--- src/rtl/ball_rx_receiver.sv ---
// ball_rx_receiver: reassembles the 6-byte ball-state frame from the link byte
// stream, verifies the XOR checksum, and holds the decoded ball until the local
// game controller acknowledges the spawn.
//
// Byte strobes (rx_valid) carry no back-pressure: a byte presented while
// rx_valid is high is consumed on that clock edge. ball_spawn_ack is a one-cycle
// pulse; ball_pending stays high from frame acceptance until the edge that
// samples an ack.
module ball_rx_receiver #(
    parameter int         TIMEOUT_CYCLES = 25000,
    parameter logic [7:0] HEADER         = 8'hA5
) (
    input  logic        clk_25MHZ,
    input  logic        reset,
    input  logic [7:0]  rx_data,
    input  logic        rx_valid,
    input  logic        ball_spawn_ack,
    output logic [7:0]  ball_vy_rx,
    output logic [1:0]  gravity_counter_rx,
    output logic [7:0]  ball_speed_reg0_rx,
    output logic [7:0]  ball_speed_reg1_rx,
    output logic [3:0]  ball_speed_reg2_rx,
    output logic [19:0] ball_speed_rx,
    output logic        ball_pending,
    output logic        ball_recv_pulse,
    output logic        frame_drop,
    output logic        checksum_err,
    output logic        timeout_err,
    output logic [7:0]  err_count,
    output logic [2:0]  dbg_state
);

    localparam int CW = $clog2(TIMEOUT_CYCLES + 1);
    // The counter value seen on the edge whose increment would reach TIMEOUT_CYCLES-1.
    localparam logic [CW-1:0] IDLE_LAST = CW'(TIMEOUT_CYCLES - 2);

    typedef enum logic [2:0] {
        IDLE     = 3'd0,
        GET_VY   = 3'd1,
        GET_GRAV = 3'd2,
        GET_SPD0 = 3'd3,
        GET_SPD1 = 3'd4,
        GET_CHK  = 3'd5
    } state_t;

    state_t        r_state;
    state_t        w_state_next;
    logic [CW-1:0] r_idle_cnt;

    logic [7:0]    r_sh_vy;
    logic [1:0]    r_sh_grav;
    logic [3:0]    r_sh_reg2;
    logic [7:0]    r_sh_reg0;
    logic [7:0]    r_sh_reg1;
    logic [7:0]    r_xor;

    logic [7:0]    r_vy;
    logic [1:0]    r_grav;
    logic [7:0]    r_reg0;
    logic [7:0]    r_reg1;
    logic [3:0]    r_reg2;
    logic          r_pending;
    logic          r_recv_pulse;
    logic          r_frame_drop;
    logic          r_chk_err;
    logic          r_to_err;
    logic [7:0]    r_err_cnt;

    logic          w_frame_done;
    logic          w_timeout;
    logic          w_chk_ok;
    logic          w_pending_eff;
    logic          w_accept;
    logic          w_drop;
    logic          w_bad;

    // State register
    always_ff @(posedge clk_25MHZ) begin
        if (reset) r_state <= IDLE;
        else       r_state <= w_state_next;
    end

    // Next-state decode, frame completion and timeout detection
    always_comb begin
        w_state_next = r_state;
        w_frame_done = 1'b0;
        w_timeout    = 1'b0;
        case (r_state)
            IDLE:     if (rx_valid && rx_data == HEADER) w_state_next = GET_VY;
            GET_VY:   if (rx_valid) w_state_next = GET_GRAV;
            GET_GRAV: if (rx_valid) w_state_next = GET_SPD0;
            GET_SPD0: if (rx_valid) w_state_next = GET_SPD1;
            GET_SPD1: if (rx_valid) w_state_next = GET_CHK;
            GET_CHK: begin
                if (rx_valid) begin
                    w_state_next = IDLE;
                    w_frame_done = 1'b1;
                end
            end
            default:  w_state_next = IDLE;
        endcase
        // A byte arriving on the expiry cycle wins, so rx_valid blocks the timeout.
        if (r_state != IDLE && !rx_valid && r_idle_cnt == IDLE_LAST) begin
            w_state_next = IDLE;
            w_timeout    = 1'b1;
        end
    end

    // Frame verdict; an ack in the same cycle clears pending before the check.
    assign w_chk_ok      = (rx_data == r_xor);
    assign w_pending_eff = r_pending & ~ball_spawn_ack;
    assign w_accept      = w_frame_done & w_chk_ok & ~w_pending_eff;
    assign w_drop        = w_frame_done & w_chk_ok & w_pending_eff;
    assign w_bad         = w_frame_done & ~w_chk_ok;

    // Inter-byte idle counter, only running inside a frame
    always_ff @(posedge clk_25MHZ) begin
        if (reset || r_state == IDLE || rx_valid || w_timeout) r_idle_cnt <= '0;
        else                                                   r_idle_cnt <= r_idle_cnt + 1'b1;
    end

    // Shadow capture of frame bytes and running checksum over B1..B4
    always_ff @(posedge clk_25MHZ) begin
        if (reset || w_timeout) begin
            r_sh_vy   <= '0;
            r_sh_grav <= '0;
            r_sh_reg2 <= '0;
            r_sh_reg0 <= '0;
            r_sh_reg1 <= '0;
            r_xor     <= '0;
        end else if (rx_valid) begin
            case (r_state)
                GET_VY: begin
                    r_sh_vy <= rx_data;
                    r_xor   <= rx_data;
                end
                GET_GRAV: begin
                    r_sh_grav <= rx_data[1:0];
                    r_sh_reg2 <= rx_data[7:4];
                    r_xor     <= r_xor ^ rx_data;
                end
                GET_SPD0: begin
                    r_sh_reg0 <= rx_data;
                    r_xor     <= r_xor ^ rx_data;
                end
                GET_SPD1: begin
                    r_sh_reg1 <= rx_data;
                    r_xor     <= r_xor ^ rx_data;
                end
                default: ;
            endcase
        end
    end

    // Decoded outputs, pending flag, event pulses and saturating error count
    always_ff @(posedge clk_25MHZ) begin
        if (reset) begin
            r_vy         <= '0;
            r_grav       <= '0;
            r_reg0       <= '0;
            r_reg1       <= '0;
            r_reg2       <= '0;
            r_pending    <= 1'b0;
            r_recv_pulse <= 1'b0;
            r_frame_drop <= 1'b0;
            r_chk_err    <= 1'b0;
            r_to_err     <= 1'b0;
            r_err_cnt    <= '0;
        end else begin
            r_recv_pulse <= w_accept;
            r_frame_drop <= w_drop;
            r_chk_err    <= w_bad;
            r_to_err     <= w_timeout;
            if (w_accept) begin
                r_vy      <= r_sh_vy;
                r_grav    <= r_sh_grav;
                r_reg2    <= r_sh_reg2;
                r_reg0    <= r_sh_reg0;
                r_reg1    <= r_sh_reg1;
                r_pending <= 1'b1;
            end else if (ball_spawn_ack) begin
                r_pending <= 1'b0;
            end
            if ((w_bad || w_timeout) && r_err_cnt != 8'hFF) r_err_cnt <= r_err_cnt + 8'd1;
        end
    end

    assign ball_vy_rx         = r_vy;
    assign gravity_counter_rx = r_grav;
    assign ball_speed_reg0_rx = r_reg0;
    assign ball_speed_reg1_rx = r_reg1;
    assign ball_speed_reg2_rx = r_reg2;
    assign ball_speed_rx      = {r_reg2, r_reg1, r_reg0};
    assign ball_pending       = r_pending;
    assign ball_recv_pulse    = r_recv_pulse;
    assign frame_drop         = r_frame_drop;
    assign checksum_err       = r_chk_err;
    assign timeout_err        = r_to_err;
    assign err_count          = r_err_cnt;
    assign dbg_state          = r_state;

endmodule

--- config.mk ---
export PLATFORM = sky130hd
export DESIGN_NAME = ball_rx_receiver
export DESIGN_NICKNAME = d
export VERILOG_FILES = /design/src/rtl/ball_rx_receiver.sv
export SDC_FILE = /design/constraint.sdc
export NUM_CORES = 1
export LEC_CHECK = 0
export BUFFER_PORTS_ARGS = -buffer_cell sky130_fd_sc_hd__buf_2
export CAP_MARGIN = 30
export CORE_MARGIN = 5
export CORE_UTILIZATION = 45
export CTS_CLUSTER_DIAMETER = 200
export DETAILED_ROUTE_END_ITERATION = 12
export PLACE_DENSITY = 0.68
export SLEW_MARGIN = 15
export SYNTH_ARGS = -nofsm -noshare
export SYNTH_HDL_FRONTEND = slang
export SYNTH_SLANG_ARGS = --single-unit
--- constraint.sdc ---
create_clock -name clk_25MHZ -period 1.75 [get_ports clk_25MHZ]
set_input_delay 0.2625 -clock clk_25MHZ [delete_from_list [all_inputs] [get_ports clk_25MHZ]]
set_output_delay 0.2625 -clock clk_25MHZ [all_outputs]
set_load 0.01 [all_outputs]
Yosys cells after proc, flatten, opt, wreduce, memory -nomap -nowiden. Cells that the tools add are included.

Register bits after elaboration: 99. Bits of input ports: 12. Output and inout port bits: 66. Logic and storage cells: 80.

$add $sub $neg: 2. Equality and inequality tests: 15. Mux-type cells: 13. Bitwise gates (word level): 9. Reductions and logical operators: 22.

Operators by type and width (count): two-way mux 3 bit (6); one-hot mux 3 bit (6 select lines) (1); one-hot mux 8 bit (2 select lines) (1); adder 15 x 1 -> 15 bit (second input constant) (1); equality test 15 bit (second input constant) (1); inequality test 2 bit (second input constant) (6); AND reduction 2 bit (5); adder 8 x 1 -> 8 bit (second input constant) (1); equality test 8 bit (1); equality test 8 bit (second input constant) (1); inequality test 8 bit (second input constant) (1); bitwise XOR 8 bit (1); equality test 3 x 2 -> 1 bit (second input constant) (2); equality test 3 bit (second input constant) (2); AND reduction 6 bit (1); bitwise AND 1 bit (5); logical OR 1 bit (5); two-way mux 1 bit (5); logical AND 1 bit (4); nonzero test 2 bit (2); equality test 3 x 1 -> 1 bit (second input constant) (1); logical NOT 3 bit (1); NOT 1 bit (3); nonzero test 3 bit (1); other kinds (3) (3).

Logic depth before layout (Yosys ltp). Gate-level depths: netlist of the first run.

Word-level depth: 6. Gate-level depth with buffers: 7. Gate-level depth less buffers: 6.

Least setup slack after synthesis of the first run. No wires, ideal clock.

Path type: reg-to-reg. Start point: register r_state[0] (netlist: dbg_state[0]). End point: register r_err_cnt[5] (netlist: err_count[5]). Setup time: 0.123 ns. Arrival time: 1.632 ns. Required time: 1.627 ns. Path slack: -0.005 ns. Stages on the path, launching flop included: 7. Path buffers: 1. Clock period less this slack: 1.755 ns. Cell sequence: dfxtp_1 -> buf_2 -> nor3_1 -> nor2_1 -> nand4_4 -> o32ai_1 -> mux2_1.

Longest elaborated chain between the ends: 6. Elaborated cells between the ends (all ways): 9. Those cells by class: eq/ne: 1; mux: 2; bitwise: 1; reduce/logical: 5.

Ends and longest elaborated chain: from (decl) (line 46) `state_t r_state;`; from (signal assigned) (line 80) `else r_state <= w_state_next;`; nonzero test 3 bit (line 103) `if (r_state != IDLE && !rx_valid && r_idle_cnt == IDLE_LAST) begin`; logical AND 1 bit (2 in series) (line 103); two-way mux 1 bit (line 103); logical OR 1 bit * (line 184) `if ((w_bad || w_timeout) && r_err_cnt != 8'hFF) r_err_cnt <= r_err_cnt + 8'd1;`; logical AND 1 bit * (line 184); to (signal assigned) (line 184); to (decl) (line 67) `logic [7:0] r_err_cnt;`.

Mark *: on every way between the ends. The rest lies on a longest branch, timed or not. A chain may end at the register's enable or synchronous reset.

Final worst setup path of the first run.
Start point: register r_xor[0]. End point: register r_err_cnt[7] (netlist: err_count[7]).

Longest elaborated chain between the ends: 5.

Ends and longest elaborated chain: from (decl) (line 55) `logic [7:0] r_xor;`; from (signal assigned) (line 135) `r_xor <= rx_data;`; from (signal assigned) (line 140) `r_xor <= r_xor ^ rx_data;`; from (signal assigned) (line 144) `r_xor <= r_xor ^ rx_data;`; equality test 8 bit (line 110) `assign w_chk_ok = (rx_data == r_xor);`; NOT 1 bit (line 114) `assign w_bad = w_frame_done & ~w_chk_ok;`; bitwise AND 1 bit (line 114); logical OR 1 bit (line 184); logical AND 1 bit (line 184).

Every way passes these cells.

==> flow_metrics.py, run 1 <==
metrics = {
    "sta": {
        "setup_slack_ps": -10.29,
        "period_needed_ps": 1760,
        "slew-limit-headroom_pct": 71.90,
        "fmax_mhz": 568.1,
        "rsz0062_at_grt": "yes",
        "drv_slew": 0,
        "worst_clock_skew_ps": 19.21,
        "fin_crit_sh_pct": 100.6,
        "hold_viol_final": 0,
        "holdWs_ps": 261.8,
        "worst_pin_slew_ps": 420.0,
        "setup_viol": 2,
    },
    "floorplan": {
        "fp.dieW_um": 108.5,
        "die_h_um": 108.5,
        "core_mm2": 0.009594,
        "ioPinCount": 78,
        "initial_core_util_pct": 45.47,
        "dieArea_mm2": 0.01176,
        "core.rowCount": 36,
    },
    "routing": {
        "drtIter0Drc": 101,
        "ant_nets": 0,
        "vias": 3411,
        "drt-wirelength-per-cell_um": 13.59,
        "drcViolationCount": 0,
        "vias_per_cell": 4.880,
        "drt-total-wl_um": 9500,
        "drtPass1Iterations": 6,
    },
    "logic_synthesis": {
        "synth_commonest_cells": "dfxtp_1 (99), nor2_1 (81), nand2_1 (56)",
        "synthFlopType": "dfxtp_1",
        "yosysWarnings": 0,
        "synth_seq_cells": 99,
        "async_flop_share_pct": 0,
        "netlist_top_cells_area": "dfxtp_1 (45%), mux2i_1 (12%), nor2_1 (7.0%)",
        "ys_seq_area_share_pct": 45.43,
        "synth_top_area_share_pct": 45.43,
        "synth.largest_area_cell": "dfxtp_1",
        "netlist-cell-type-count": 46,
        "syn_area_per_cell_um2": 9.283,
        "syn_inst": 470,
        "synth_most_common_cell": "dfxtp_1",
        "netlist_area_mm2": 0.004363,
        "synth_nets": 485,
        "synth-edff-count": 0,
    },
    "pwr": {
        "intPower_mw": 2.874,
        "p_leak_nw": 2.465,
        "p_seq_share_pct": 58.0,
        "p_comb_share_pct": 3.7,
        "switchingPower_mw": 1.006,
        "p_total_mw": 3.880,
        "clockPowerShare_pct": 38.3,
        "ir_drop_uv": 372.3,
        "p_per_area_mw_per_mm2": 730.1,
        "swShare_pct": 25.93,
    },
    "final_layout": {
        "area_growth_pct": 21.82,
        "n_antenna_cell": 0,
        "nNetsFinal": 576,
        "layout.cells.non_filler": 699,
        "drive_gt1_share_pct": 31.27,
        "fillerInstances": 859,
        "design_area_mm2": 0.005315,
    },
    "critical_path": {
        "end_kind": "flip-flop",
        "path_class": "reg2reg",
        "crit_chain": "xor2_1, nor4_2, buf_4, a21bo_4, a21oi_1, mux2_1",
        "worstPathRequired_ps": 2010,
        "reg2reg_depth": 6,
        "reg2reg_from": "r_xor[0]",
        "startpoint": "r_xor[0]",
        "cpMaxStageDelayCell": "dfxtp_2",
        "worst-path-buf-inv": 1,
        "max_stage_delay_ps": 360,
        "arrival_ps": 2020,
        "critPathMaxFanout": 7,
        "crit_family": "flip-flops",
        "reg2reg_slack_ps": -10,
        "timing.rr.end": "err_count[7]",
        "critPathLaunchType": "flip-flop",
    },
    "worst_hold_path": {
        "hold_class": "in2reg",
        "hold_end": "err_count[6]",
        "holdCritStartpoint": "reset",
        "whs_path_depth": 3,
    },
    "clock_tree": {
        "cts_buffers": 9,
        "cts_tree": "yes",
        "hold_buffers": 0,
        "cts_max_level": 3,
        "cts-root-buf": "clkbuf_8",
        "cts_sinks": 99,
        "clock_path_buffers": 2,
        "clk_pin_slew_ps": 100,
        "insertion_delay_ps": 370,
    },
    "placed_design": {
        "pre_cts_ws_ps": -16.28,
        "gp_congestion": 0.8366,
        "dpl-instance-area_mm2": 0.004961,
        "dp_cells": 679,
        "portBuffers": 77,
        "place_hpwl_um": 6737,
    },
    "run_status": {
        "violations": "setup timing",
        "status": "finished with violations",
    },
    "global_routing": {
        "grt_pass1_wl_um": 15300,
        "grt_pass1_vias": 3139,
        "grt-ovfl-total": 0,
        "grtUsageTotal_pct": 16.42,
        "grt_max_degree": 42,
        "antenna_found_initial": 0,
    },
    "flow_run": {
        "max-cap-violations": 0,
    },
}
==> tightest hold or removal path, stage by stage <==
cell     delay [ps]
buf_2            90
inv_1            90
o221a_2         140
==> routing by layer <==
metal  part of all wire (%)  wire length [um]  GRT usage (%)
met1                     46              4400          22.06
met2                     46              4386          25.86
met3                    6.2               589          3.701
met4                    1.3               123          5.861
met5                      0                 0              0
==> cell usage in the layout, fill, tap and decap left out, types with 5 or more instances in the layout <==
cell / netlist / final
a21boi_0: 9 / 8
a21oi_1: 28 / 28
buf_2: 12 / 77
buf_4: 20 / 41
clkbuf_8: 0 / 9
dfxtp_1: 99 / 90
dfxtp_2: 0 / 7
mux2_1: 6 / 5
mux2i_1: 53 / 53
nand2_1: 56 / 56
nand3_1: 9 / 9
nor2_1: 81 / 79
nor2b_1: 8 / 8
xor2_1: 18 / 13
xor2_2: 0 / 5
==> final cells by class <==
class | instances | area, um^2 | share of cell area [%]
Clock inverter | 7 | 81.33 | 1.530
Multi-Input combinational cell | 324 | 2163 | 40.70
Tap cell | 133 | 166.4 | 3.131
Clock buffer | 9 | 123.9 | 2.331
Inverter | 4 | 15.01 | 0.2825
Timing Repair Buffer | 123 | 767.0 | 14.43
Sequential cell | 99 | 1998 | 37.59
==> worst max-delay path by stage <==
stage	slack (ps)	cells after the start	endpoint
2_1_floorplan	10	6	err_count[5]
3_3_place_gp	10	8	ball_speed_reg0_rx[2]
3_5_place_dp	-20	5	err_count[5]
4_1_cts	-30	5	err_count[4]
5_1_grt	-90	7	ball_speed_reg1_rx[0]
6_report	-10	6	err_count[7]
==> registers in the layout (all words and copies together) (netlist names) <==
name and count:
r_sh_reg1 8, r_sh_reg0 8, timeout_err 1, ball_speed_reg2_rx 4, ball_vy_rx 8, gravity_counter_rx 2
ball_speed_reg0_rx 8, dbg_state 3, ball_speed_reg1_rx 8, r_sh_reg2 4, r_sh_grav 2, frame_drop 1
checksum_err 1, err_count 8, r_xor 8, ball_recv_pulse 1, r_idle_cnt 15, r_sh_vy 8
ball_pending 1
==> power by group through the flow <==
stage	Clock, mW	Combinational, mW	Sequential, mW
6_report	1.49	0.142	2.25
5_1_grt	1.62	0.155	2.25
4_1_cts	1.52	0.138	2.25
3_5_place_dp	0	0.137	2.30
3_3_place_gp	0	0.134	2.30
2_1_floorplan	0	0.0745	2.30
==> cell families (layout without fill, tap and decap cells) <==
kind of cell    count (synthesis)  count (layout)  share of synthesized area (%)
compound gates                 48              48                          7.256
xor+xnor                       22              22                          4.416
fa+ha+maj                       3               3                         0.8604
buf+inv                        47             143                          6.797
flops                          99              99                          45.43
mux                            59              59                          13.71
simple gates                  192             192                          21.54
==> per-stage QoR <==
stage	TNS, ps	utilization [%]
6_report	-10.32	55.40
5_1_grt	-1703	55.40
4_1_cts	-99.51	54.02
3_5_place_dp	-56.15	51.71
3_3_place_gp	0	51.71
2_1_floorplan	0	-
==> repair_timing <==
action / in CTS / in global routing
gates cloned: 0 / 0
setup endpoints to repair: 5 / 45
setup buffers: 0 / 4
pin swaps: 0 / 10
gates resized for setup: 4 / 25
Note: power is estimated with default switching activity, not from simulation.
==> inputs of run 2 (changes only) <==
CELL_PAD_IN_SITES_DETAIL_PLACEMENT = 1   (was not set)
CELL_PAD_IN_SITES_GLOBAL_PLACEMENT = 1   (was not set)
CORE_UTILIZATION = 38   (was 45)
PLACE_DENSITY = 0.74   (was 0.68)
==> flow_metrics.py, run 2 (synthesized netlist as in run 1, its figures left out) <==
metrics = {
    "routing": {
        "ant_nets": 0,
        "vias": 3625,
        "drtPass1Iterations": 4,
        "drt-total-wl_um": 11870,
        "vias_per_cell": 5.028,
        "drt-wirelength-per-cell_um": 16.46,
        "drcViolationCount": 0,
        "drtIter0Drc": 77,
    },
    "floorplan": {
        "die_h_um": 117.2,
        "dieArea_mm2": 0.01372,
        "core.rowCount": 39,
        "ioPinCount": 78,
        "initial_core_util_pct": 38.54,
        "fp.dieW_um": 117.2,
        "core_mm2": 0.01132,
    },
    "final_layout": {
        "drive_gt1_share_pct": 34.08,
        "area_growth_pct": 30.08,
        "fillerInstances": 1291,
        "seq_area_mm2": 0.001996,
        "top_register": "r_idle_cnt",
        "design_area_mm2": 0.005675,
        "final_cell_mix": "dfxtp_1 (88), nor2_1 (79), buf_2 (77), nand2_1 (55), mux2i_1 (49)",
        "final_common_cell": "dfxtp_1",
        "largest_register_ff_count": 15,
        "n_antenna_cell": 0,
        "nNetsFinal": 588,
        "multi_input_area_mm2": 0.002215,
    },
    "clock_tree": {
        "hold_buffers": 0,
        "cts-root-buf": "clkbuf_16",
        "clock_path_buffers": 2,
        "cts_max_level": 3,
        "cts_buffers": 9,
        "clk_pin_slew_ps": 70,
        "insertion_delay_ps": 360,
        "cts_tree": "yes",
        "cts_sinks": 99,
    },
    "sta": {
        "period_needed_ps": 1797,
        "finalSetupTns_ps": -375.7,
        "slew-limit-headroom_pct": 75.29,
        "worst_pin_slew_ps": 369.6,
        "hold_viol_final": 0,
        "worst_clock_skew_ps": 8.799,
        "setup_slack_ps": -46.62,
        "fmax_mhz": 556.6,
        "rsz0062_at_grt": "yes",
        "setup_viol": 21,
        "fin_crit_sh_pct": 102.7,
        "drv_slew": 0,
    },
    "global_routing": {
        "antenna_found_initial": 0,
        "grtUsageTotal_pct": 17.25,
        "grt_pass1_wl_um": 18600,
        "grt_max_degree": 42,
        "grt_pass1_vias": 3779,
        "grt-ovfl-total": 0,
    },
    "critical_path": {
        "worst-path-buf-inv": 2,
        "critPathLaunchType": "flip-flop",
        "cpMaxStageDelayCell": "nor4_2",
        "crit_chain": "xor2_1, nor4_2, buf_4, nand4_4, clkbuf_16, mux2i_1, nor2_1",
        "max_stage_delay_ps": 340,
        "critPathMaxFanout": 15,
        "worstPathRequired_ps": 1990,
        "crit_family": "simple AND/OR/NAND/NOR gates",
        "reg2reg_from": "r_xor[6]",
        "end_kind": "flip-flop",
        "path_class": "reg2reg",
        "arrival_ps": 2040,
        "startpoint": "r_xor[6]",
    },
    "placed_design": {
        "portBuffers": 77,
        "dpl-instance-area_mm2": 0.005074,
        "place_hpwl_um": 8136,
        "pre_cts_ws_ps": -48.36,
        "gp_congestion": 0.8008,
    },
    "pwr": {
        "p_per_area_mw_per_mm2": 814.5,
        "ir_drop_uv": 913.5,
        "p_leak_nw": 2.618,
    },
    "worst_hold_path": {
        "hold_class": "in2reg",
        "holdCritStartpoint": "reset",
    },
    "run_status": {
        "violations": "setup timing",
        "status": "finished with violations",
    },
    "flow_run": {
        "max-cap-violations": 0,
    },
}
-- run 2: cell count changes in the layout (fill, tap and decap cells not counted), sizes merged --
cell,previous run,this run
clkinv,4,1
clkbuf,9,13
buf,123,131
bufinv,0,2
inv,7,8
-- run 2: metal layers --
layer,wire (um),part of all wire [%],global-route usage [%]
met5,0,0,0
met4,129,1.1,4.969
met3,503,4.2,4.473
met1,4988,42,19.90
met2,6248,53,31.30
-- run 2: area by class of cell --
class	instances	share of cell area [%]
multi-input cells	324	39.02
flip-flops and latches	99	35.16
repair buffers	135	16.56
clock buffers	9	3.968
well taps	143	3.153
clock inverters	7	1.874
inverters	4	0.2646
-- run 2: timing repair --
| action | in CTS | in global routing |
|---|---|---|
| gates cloned | 0 | 4 |
| pin swaps | 6 | 11 |
| setup buffers | 1 | 1 |
| gates resized for setup | 8 | 32 |
| endpoints found under the setup margin | 6 | 77 |
-- run 2: path summary, 6_finish.rpt --
| path | end | slack, ps | depth (start not counted) |
|---|---|---|---|
| max | ball_speed_reg1_rx[2] | -50 | 7 |
| min | ball_speed_reg0_rx[0] | 260 | 2 |
| max reg2reg | ball_speed_reg1_rx[2] | -50 | 7 |
| min reg2reg | r_sh_reg0[0] | 460 | 2 |
-- run 2: through the flow --
stage / utilization [%] / hold WS [ps] / power (mW) / std cells
6_report: 50.13 / 260.0 / 4.622 / 721
5_1_grt: 50.13 / 263.5 / 4.778 / 721
4_1_cts: 48.11 / 256.4 / 4.663 / 716
3_5_place_dp: 44.82 / 458.0 / 2.447 / 699
3_3_place_gp: 44.82 / 447.2 / 2.442 / 699
2_1_floorplan: - / 398.5 / 2.379 / 470
-- run 2: where the power goes --
group	leakage (nW)	internal (mW)	switching, mW	total [mW]
Clock	0.163	1.28	0.928	2.21
Combinational	1.65	0.0644	0.0967	0.161
Sequential	0.803	2.25	0.000809	2.25
-- run 2: worst reg2reg max path, stage by stage (launching register included) --
cell	delay, ps
dfxtp_2	330
xor2_1	160
nor4_2	340
buf_4	200
nand4_4	160
clkbuf_16	260
mux2i_1	190
nor2_1	60
